`src/rtl/float_op_sequencer.sv`:
```
// Pulls operand vectors from a loader, issues them to a fixed-latency float operator
// and pairs returned results with their vector IDs, in issue order, for a result checker.
module float_op_sequencer #(
    parameter int pPrecision = 2,
    parameter int pWidthExp  = 8,
    parameter int pWidthMan  = 23,
    parameter int pDepth     = 8,
    localparam int pExpW = (pPrecision == 1) ? 8  : (pPrecision == 2) ? 11 : pWidthExp,
    localparam int pManW = (pPrecision == 1) ? 23 : (pPrecision == 2) ? 52 : pWidthMan,
    localparam int W     = pExpW + pManW + 1
) (
    input  logic         i_Clk,
    input  logic         i_ARstN,
    input  logic         i_Start,
    output logic         o_LdEn,
    input  logic         i_LdEoF,
    input  logic [31:0]  iv_LdID,
    input  logic [W-1:0] iv_LdA,
    input  logic [W-1:0] iv_LdB,
    input  logic [W-1:0] iv_LdC,
    output logic         o_OpValid,
    output logic [W-1:0] ov_OpA,
    output logic [W-1:0] ov_OpB,
    output logic [W-1:0] ov_OpC,
    input  logic         i_ResValid,
    input  logic [W-1:0] iv_Res,
    output logic         o_OutValid,
    input  logic         i_OutReady,
    output logic [31:0]  ov_OutID,
    output logic [W-1:0] ov_OutRes,
    output logic         o_Busy,
    output logic         o_Done,
    output logic         o_Err,
    output logic [31:0]  ov_IssueCnt,
    output logic [31:0]  ov_RetireCnt
);

    localparam int AW = (pDepth > 1) ? $clog2(pDepth) : 1;
    localparam int CW = AW + 1;
    localparam logic [CW-1:0] DEPTH_C = CW'(pDepth);

    typedef enum logic [1:0] {IDLE, RUN, DRAIN, DONE} state_t;

    state_t        rState, wNextState;
    logic [CW-1:0] rCred, wCredNext;
    logic          rLdPend;
    logic          wStartRun, wIssue, wEofDisc, wHs, wResRoom, wResPush, wResErr;

    logic [31:0]   rIdMem  [pDepth];
    logic [W-1:0]  rResMem [pDepth];
    logic [AW-1:0] rIdWr, rIdRd, rResWr, rResRd;
    logic [CW-1:0] rIdCnt, rResCnt;

    assign wStartRun  = i_Start && ((rState == IDLE) || (rState == DONE));
    assign wIssue     = rLdPend && !i_LdEoF;
    assign wEofDisc   = rLdPend && i_LdEoF;
    assign o_LdEn     = (rState == RUN) && (rCred < DEPTH_C) && !wEofDisc;
    assign o_OutValid = (rResCnt != '0);
    assign wHs        = o_OutValid && i_OutReady;
    // A result is only legal if some issued ID is still waiting for its partner.
    assign wResRoom   = (rResCnt < rIdCnt);
    assign wResPush   = i_ResValid && wResRoom;
    assign wResErr    = i_ResValid && !wResRoom;
    assign wCredNext  = rCred + CW'(o_LdEn) - CW'(wHs) - CW'(wEofDisc);

    assign ov_OutID  = o_OutValid ? rIdMem[rIdRd]   : '0;
    assign ov_OutRes = o_OutValid ? rResMem[rResRd] : '0;
    assign o_Busy    = (rState == RUN) || (rState == DRAIN);
    assign o_Done    = (rState == DONE);

    // Looking at the next credit value lets DONE rise the cycle after the last retire.
    always_comb begin
        wNextState = rState;
        case (rState)
            IDLE, DONE: if (i_Start) wNextState = RUN;
            RUN:        if (wEofDisc) wNextState = (wCredNext == '0) ? DONE : DRAIN;
            DRAIN:      if ((wCredNext == '0) && !rLdPend) wNextState = DONE;
            default:    wNextState = IDLE;
        endcase
    end

    always_ff @(posedge i_Clk or negedge i_ARstN) begin
        if (!i_ARstN) begin
            rState       <= IDLE;
            rCred        <= '0;
            rLdPend      <= 1'b0;
            o_Err        <= 1'b0;
            ov_IssueCnt  <= '0;
            ov_RetireCnt <= '0;
        end else begin
            rState  <= wNextState;
            rLdPend <= o_LdEn;
            if (wStartRun) begin
                rCred        <= '0;
                o_Err        <= 1'b0;
                ov_IssueCnt  <= '0;
                ov_RetireCnt <= '0;
            end else begin
                rCred <= wCredNext;
                if (wResErr) o_Err <= 1'b1;
                if (wIssue)  ov_IssueCnt  <= ov_IssueCnt + 32'd1;
                if (wHs)     ov_RetireCnt <= ov_RetireCnt + 32'd1;
            end
        end
    end

    always_ff @(posedge i_Clk or negedge i_ARstN) begin
        if (!i_ARstN) begin
            o_OpValid <= 1'b0;
            ov_OpA    <= '0;
            ov_OpB    <= '0;
            ov_OpC    <= '0;
        end else begin
            o_OpValid <= wIssue;
            if (wIssue) begin
                ov_OpA <= iv_LdA;
                ov_OpB <= iv_LdB;
                ov_OpC <= iv_LdC;
            end
        end
    end

    always_ff @(posedge i_Clk or negedge i_ARstN) begin
        if (!i_ARstN) begin
            rIdWr   <= '0;
            rIdRd   <= '0;
            rResWr  <= '0;
            rResRd  <= '0;
            rIdCnt  <= '0;
            rResCnt <= '0;
        end else if (wStartRun) begin
            rIdWr   <= '0;
            rIdRd   <= '0;
            rResWr  <= '0;
            rResRd  <= '0;
            rIdCnt  <= '0;
            rResCnt <= '0;
        end else begin
            if (wIssue)   rIdWr  <= rIdWr + AW'(1);
            if (wResPush) rResWr <= rResWr + AW'(1);
            if (wHs) begin
                rIdRd  <= rIdRd + AW'(1);
                rResRd <= rResRd + AW'(1);
            end
            rIdCnt  <= rIdCnt + CW'(wIssue) - CW'(wHs);
            rResCnt <= rResCnt + CW'(wResPush) - CW'(wHs);
        end
    end

    // Storage needs no reset; the counts above decide what is visible.
    always_ff @(posedge i_Clk) begin
        if (wIssue)   rIdMem[rIdWr]   <= iv_LdID;
        if (wResPush) rResMem[rResWr] <= iv_Res;
    end

endmodule
```
`config.mk`:
```
export PLATFORM = sky130hd
export DESIGN_NAME = float_op_sequencer
export DESIGN_NICKNAME = d
export VERILOG_FILES = /design/src/rtl/float_op_sequencer.sv
export SDC_FILE = /design/constraint.sdc
export NUM_CORES = 1
export LEC_CHECK = 0
export BUFFER_PORTS_ARGS = -buffer_cell sky130_fd_sc_hd__buf_2
export CAP_MARGIN = 20
export CORE_ASPECT_RATIO = 1.2
export CORE_MARGIN = 8
export CORE_UTILIZATION = 50
export CTS_CLUSTER_DIAMETER = 200
export DETAILED_ROUTE_END_ITERATION = 12
export HOLD_SLACK_MARGIN = 0.03
export PLACE_DENSITY = 0.8
export RECOVER_POWER = 50
export SLEW_MARGIN = 20
export SYNTH_ARGS = -nofsm -noshare
export SYNTH_HDL_FRONTEND = slang
export SYNTH_SLANG_ARGS = --single-unit
```
`constraint.sdc`:
```
create_clock -name i_Clk -period 21 [get_ports i_Clk]
set_clock_uncertainty 0.2 [all_clocks]
set_input_delay 1.05 -clock i_Clk [delete_from_list [all_inputs] [get_ports i_Clk]]
set_output_delay 1.05 -clock i_Clk [all_outputs]
set_load 0.03 [all_outputs]
```
==> results of run 1 <==
[cells in the final DEF (no fill, tap or decap), types with 20 or more instances in the layout]
master / instances
buf_2: 512
nand2_1: 612
buf_4: 28
mux4_2: 192
inv_1: 26
clkbuf_16: 103
nor2_1: 167
xnor2_1: 29
diode_2: 27
ha_1: 24
dfrtp_1: 279
clkbuf_1: 166
xor2_1: 32
mux2i_1: 100
edfxtp_1: 768
a21oi_1: 20
[final timing paths]
check                                   to  slack, ns  startpoint
worst max-delay path              rIdRd[0]      12.58     i_ARstN
worst min-delay path            ov_OpA[42]       0.27  ov_OpA[42]
worst max register to register  ov_OpC[54]      14.55     rLdPend
worst min register to register  ov_OpA[42]       0.27  ov_OpA[42]
max in group i_Clk              ov_OpC[54]      14.34     i_LdEoF
min in group asynchronous       ov_OpA[15]       2.11     i_ARstN
[metal layers]
metal | track usage (%) | part of all wire, %
met5 | 0 | 0.075
met1 | 31.2 | 39
met3 | 8.34 | 10
met4 | 7.98 | 2.8
met2 | 37.3 | 48
[power breakdown]
| part | total (W) | switching, W | internal, W | leakage, nW |
|---|---|---|---|---|
| Sequential | 0.00282 | 0.000241 | 0.00258 | 10.6 |
| Combinational | 0.00258 | 0.00175 | 0.000825 | 6.80 |
| Clock | 0.00184 | 0.000790 | 0.00105 | 1.64 |
[cells by family (layout without fill, tap and decap cells)]
family | after synthesis | count (layout) | synth area share [%]
compound gates | 46 | 46 | 0.669
xor+xnor | 62 | 62 | 1.35
fa+ha+maj | 28 | 28 | 0.925
buf+inv | 156 | 905 | 1.51
flops | 1053 | 1053 | 73.4
mux | 292 | 292 | 12.9
other cells | 0 | 27 | 0
simple gates | 913 | 913 | 9.21
[layout make-up]
cell class / count / area [µm²]
Tap cell: 1053 / 1320
Timing Repair Buffer: 687 / 3340
Inverter: 30 / 114
Antenna cell: 27 / 67.6
Sequential cell: 1053 / 30200
Clock buffer: 128 / 2720
Fill cell: 6149 / 32900
Clock inverter: 60 / 654
Multi-Input combinational cell: 1341 / 10400
[registers in the layout (all words and copies together) (netlist names)]
name / count
o_Err: 1
o_OpValid: 1
ov_IssueCnt: 32
ov_OpA: 64
ov_OpB: 64
ov_OpC: 64
ov_RetireCnt: 32
rCred: 4
rIdCnt: 4
rIdMem: 256
rIdRd: 3
rIdWr: 3
rLdPend: 1
rResCnt: 4
rResMem: 512
rResRd: 3
rResWr: 3
rState: 2
[stage by stage]
step                instances  area (µm²)
global placement         4164       45600
detailed placement       4164       45600
global route             4370       48800
CTS                      4352       49000
floorplan                2550       41100
finish                   4379       48800
==> results.md, run 1 <==
* Slowest stage cell, crit path: clkbuf_1
* GRT Util Overall at a little under a quarter
* WL per Instance at approximately 26 µm
* RSZ-0062 raised after global routing: no
* Share of the synthesized area in the top cell type at around 56%
* PortBufs at roughly 650
* Area of the mapped netlist at a little over 40000 µm²
* Cts hold-fix bufs at 0
* Crit Path Class: primary input to asynchronous set/reset pin
* Initial antenna violation count at 36
* Post-synth net total at between 2000 and 3000
* CTS Buf Count at approximately 100
* Crit path time final at 8.42 ns
* Drt initial violations at between 2000 and 2500
* Setup TNS at 0 ns
* Remaining global-route overflow at 0
* Dpl hpwl at about 73000 µm
* Finish-stage setup viols at 0
* Nets at approximately 3500
* Post-synthesis register bit count at between 1000 and 1500
* Final worst setup slack at 12.58 ns
* Syn avg cell area at roughly 16 µm²
* Post-CTS Setup Inserts at 0
* Failing checks: capacitance limit, slew limit
* Synth area leader: edfxtp_1
* Crit path top cell by count: clkbuf_1
* Post-synth EDFFs at about 770
* Hold WS at ~0.27 ns
* LEAKAGE at around 19 nW
* Site Rows at 115
* WP data arrival at 7.62 ns
* Core Area at 81700 µm²
* Post-place setup slack at 16.28 ns
* Most common cell in the netlist: edfxtp_1
* Outcome: finished, violations left
* Max_slew headroom at -255%
* Top Ports at approximately 650
* PostCTS Resize Cnt at 0
* CP Capture Type: asynchronous set/reset pin
* CP peak stage delay at between 3 and 4 ns
* Critical Path Stages at 2
* DRC Markers at 0
* Delay-heaviest family, CP: buffers and inverters
* WP data required at about 20 ns
* H-tree Lvls at 3
* Sequential share of the synthesized area at 73.4%
* Vias post-DR at 24600
* ANT nets after route at 0
* Buffer levels on the longest clock path at 3
* Chip Width at about 280 µm
* Fin util at 59.8%
* Reg2reg path depth at 6
* Top FF cell, synth: edfxtp_1
* Worst Hold Class: flip-flop to flip-flop
* Distinct cells, synth at 47
* Max FO, Critical Path at 94
* Fin crit share at approximately two fifths
* Gate Count Post-Synth at between 2000 and 3000
* Number of vias per cell at about 5.6
* F_max at about 0.12 GHz
* Slew Viols, Final at 543
* Drt first pass iters at 5
* Max-cap violations at 10
* Layout cell share with drive strength beyond 1 at around 28%
* Largest cells by area after synthesis: edfxtp_1 (56%), dfrtp_1 (17%), mux4_2 (11%)
* Hold violation count in the final report at 0
* GPL Wtd Cong at 0.968
* TritonCTS clock tree: yes
* Area Overhead vs Synth at 18.7%
* Tot Pwr at 0.00723 W
* Starting Density at about half
* Bufs and invs on worst path at 2
* Critical path launch point type: primary input
* Clock-pin transition on the worst setup and hold timing paths at 0.06 ns
* First-pass GRT wire length at 163000 µm
* Final WL at ~110000 µm
* Pwr/cell area at 148 nW/µm²
* Cell chain of the critical path: clkbuf_1 > clkbuf_1
* Vias in the first global route at approximately 25000
* Commonest cells post-synth: edfxtp_1 (768), nand2_1 (612), dfrtp_1 (285)
* Asr flop ratio synth at a little over a quarter
* Clk_lat worst skew at between 0.6 and 0.7 ns
* Root Driver: clkbuf_16
* Hold Path Depth at 2
* Yosys warnings at 0
* Die Y at between 300 and 400 µm
* Pin count of the biggest net entering global routing at 95
* Die Footprint at ~92000 µm²
* Worst-margin pin slew at 5.32 ns
* Worst vdd ir at approximately 160 µV
* CTS sink count at roughly 1100
Power figures use the tool's default switching activity.
==> inputs of run 2 (changes only) <==
Settings changed: PLACE_DENSITY 0.8 to 0.83.
Clock period 21 ns to 7.3 ns, I/O delays scaled along.
==> results.md, run 2 (synthesis results as in run 1) <==
* WP data arrival at 5.41 ns
* CTS Buf Count at 99
* CP Capture Point: ov_OpC[15]
* Hold Startpoint: i_OutReady
* Cell chain of the critical path: nand2b_4 > clkinvlp_2 > buf_4 > buf_4 > nand2_1 > nand2_1
* Post-CTS Setup Inserts at 0
* Max-cap violations at 3
* Worst-margin pin slew at a little under 4 ns
* Commonest non-fill, non-tap cell in the layout: edfxtp_1
* Most frequent cells in the layout: edfxtp_1 (768), nand2_1 (612), clkbuf_1 (348)
* Fin crit share at a little over two thirds
* WL per Instance at ~27 µm
* Worst vdd ir at roughly 390 µV
* Slew Viols, Final at roughly 180
* Vias in the first global route at between 20000 and 30000
* Critical path launch point type: flip-flop
* Drt first pass iters at 6
* Critical Path Stages at 6
* Drt initial violations at slightly above 3000
* Nets at 3824
* Hold violation count in the final report at 0
* FF-to-FF setup slack at roughly 2.2 ns
* Failing checks: capacitance limit, slew limit
* Crit Path Class: flip-flop to flip-flop
* First-pass GRT wire length at roughly 180000 µm
* Finish-stage setup viols at 0
* Worst reg2reg endpoint: ov_OpC[15]
* Pwr/cell area at around 410 nW/µm²
* WP data required at 7.61 ns
* Die Y at 330 µm
* Reg2reg path depth at 6
* Setup TNS at 0 ns
* Buffer levels on the longest clock path at 3
* Layout cell share with drive strength beyond 1 at 20.5%
* Dpl hpwl at 68900 µm
* Clk_lat worst skew at slightly below 0.7 ns
* Chip Width at 278 µm
* Final WL at about 130000 µm
* FF-to-FF Start: rLdPend
* Starting Density at 50.3%
* Top Ports at between 600 and 700
* GRT Util Overall at between 20% and 30%
* Worst Hold Class: primary input to flip-flop
* Max FO, Critical Path at 85
* Root Driver: clkbuf_16
* Critical Path Source: rLdPend
* Largest regs: rResMem (512), rIdMem (256)
* Crit path time final at a little over 5 ns
* Max reg flops at a little over 500
* Cts hold-fix bufs at 293
* TritonCTS clock tree: yes
* Delay-heaviest family, CP: buffers and inverters
* PortBufs at between 600 and 700
* Remaining global-route overflow at 0
* LEAKAGE at a little under 20 nW
* Vias post-DR at 27300
* CP Capture Type: flip-flop
* Outcome: finished, violations left
* DRC Markers at 0
* Core Area at approximately 82000 µm²
* PostCTS Resize Cnt at 0
* Slowest stage cell, crit path: clkinvlp_2
* Fin util at 63.3%
* Bufs and invs on worst path at 3
* ANT nets after route at 0
* Number of vias per cell at roughly 5.9
* H-tree Lvls at 3
* CP peak stage delay at a little under 2 ns
* Site Rows at 115
* RSZ-0062 raised after global routing: no
* Clock-pin transition on the worst setup and hold timing paths at 0.06 ns
* Area Overhead vs Synth at 25.7%
* Pin count of the biggest net entering global routing at about 180
* CTS sink count at approximately 1100
* Reg with most FFs: rResMem
* GPL Wtd Cong at between 0.9 and 1
* Die Footprint at between 90000 and 100000 µm²
* F_max at slightly below 0.2 GHz
* Max_slew headroom at -159%
* Initial antenna violation count at 20
-- run 2: changes by cell type in the layout (fill, tap and decap cells not counted), moves of 3 or more --
cell and change:
buf_2 -193, bufinv_16 +7, clkbuf_1 +182, clkinv_1 +6
clkinv_2 -8, clkinvlp_4 +3, diode_2 -8, dlygate4sd3_1 +293
-- run 2: how the worst min path moves through the flow --
stage | cells past startpoint | endpoint
global placement | 1 | ov_OpB[42]
detailed placement | 1 | ov_OpB[42]
finish | 4 | ov_RetireCnt[7]
CTS | 2 | ov_OpB[12]
global route | 4 | ov_RetireCnt[7]
floorplan | 0 | o_Err
-- run 2: cell type report --
type	instances	area, µm²
flip-flops and latches	1053	30200
fillers	5458	30000
multi-input cells	1341	10400
repair buffers	977	6060
clock buffers	122	2660
well taps	1053	1320
clock inverters	64	862
inverters	30	114
diodes	19	47.5
-- run 2: stage by stage --
step	total power (W)	instance area (µm²)	cells	hold slack (ns)	setup slack, ns
finish	0.0214	51700	4659	0.140	2.20
global route	0.0222	51700	4651	0.148	1.29
global placement	0.0154	45600	4161	0.159	2.84
CTS	0.0213	52100	4640	0.0310	2.63
floorplan	0.0131	41100	2550	-0.131	0.563
detailed placement	0.0156	45600	4161	0.158	2.62
-- run 2: tightest hold or removal path: stages --
cell and delay [ns]:
buf_2 0.10, a21oi_1 0.20, o21ai_0 0.22, a21oi_1 0.07
-- run 2: power by group --
| group | total, W | leakage [nW] | internal (W) | switching [W] |
|---|---|---|---|---|
| clock network | 0.00555 | 1.68 | 0.00321 | 0.00233 |
| registers | 0.00803 | 10.6 | 0.00742 | 0.000619 |
| logic | 0.00786 | 7.36 | 0.00239 | 0.00547 |
-- run 2: routing by layer --
layer / vias up / global-route usage [%] / routed length (µm)
li1: 11200 / - / -
met1: 13600 / 30.8 / 42400
met2: 1954 / 44.3 / 62100
met3: 512 / 7.59 / 13200
met4: 16 / 14.5 / 7930
met5: - / 0 / 96
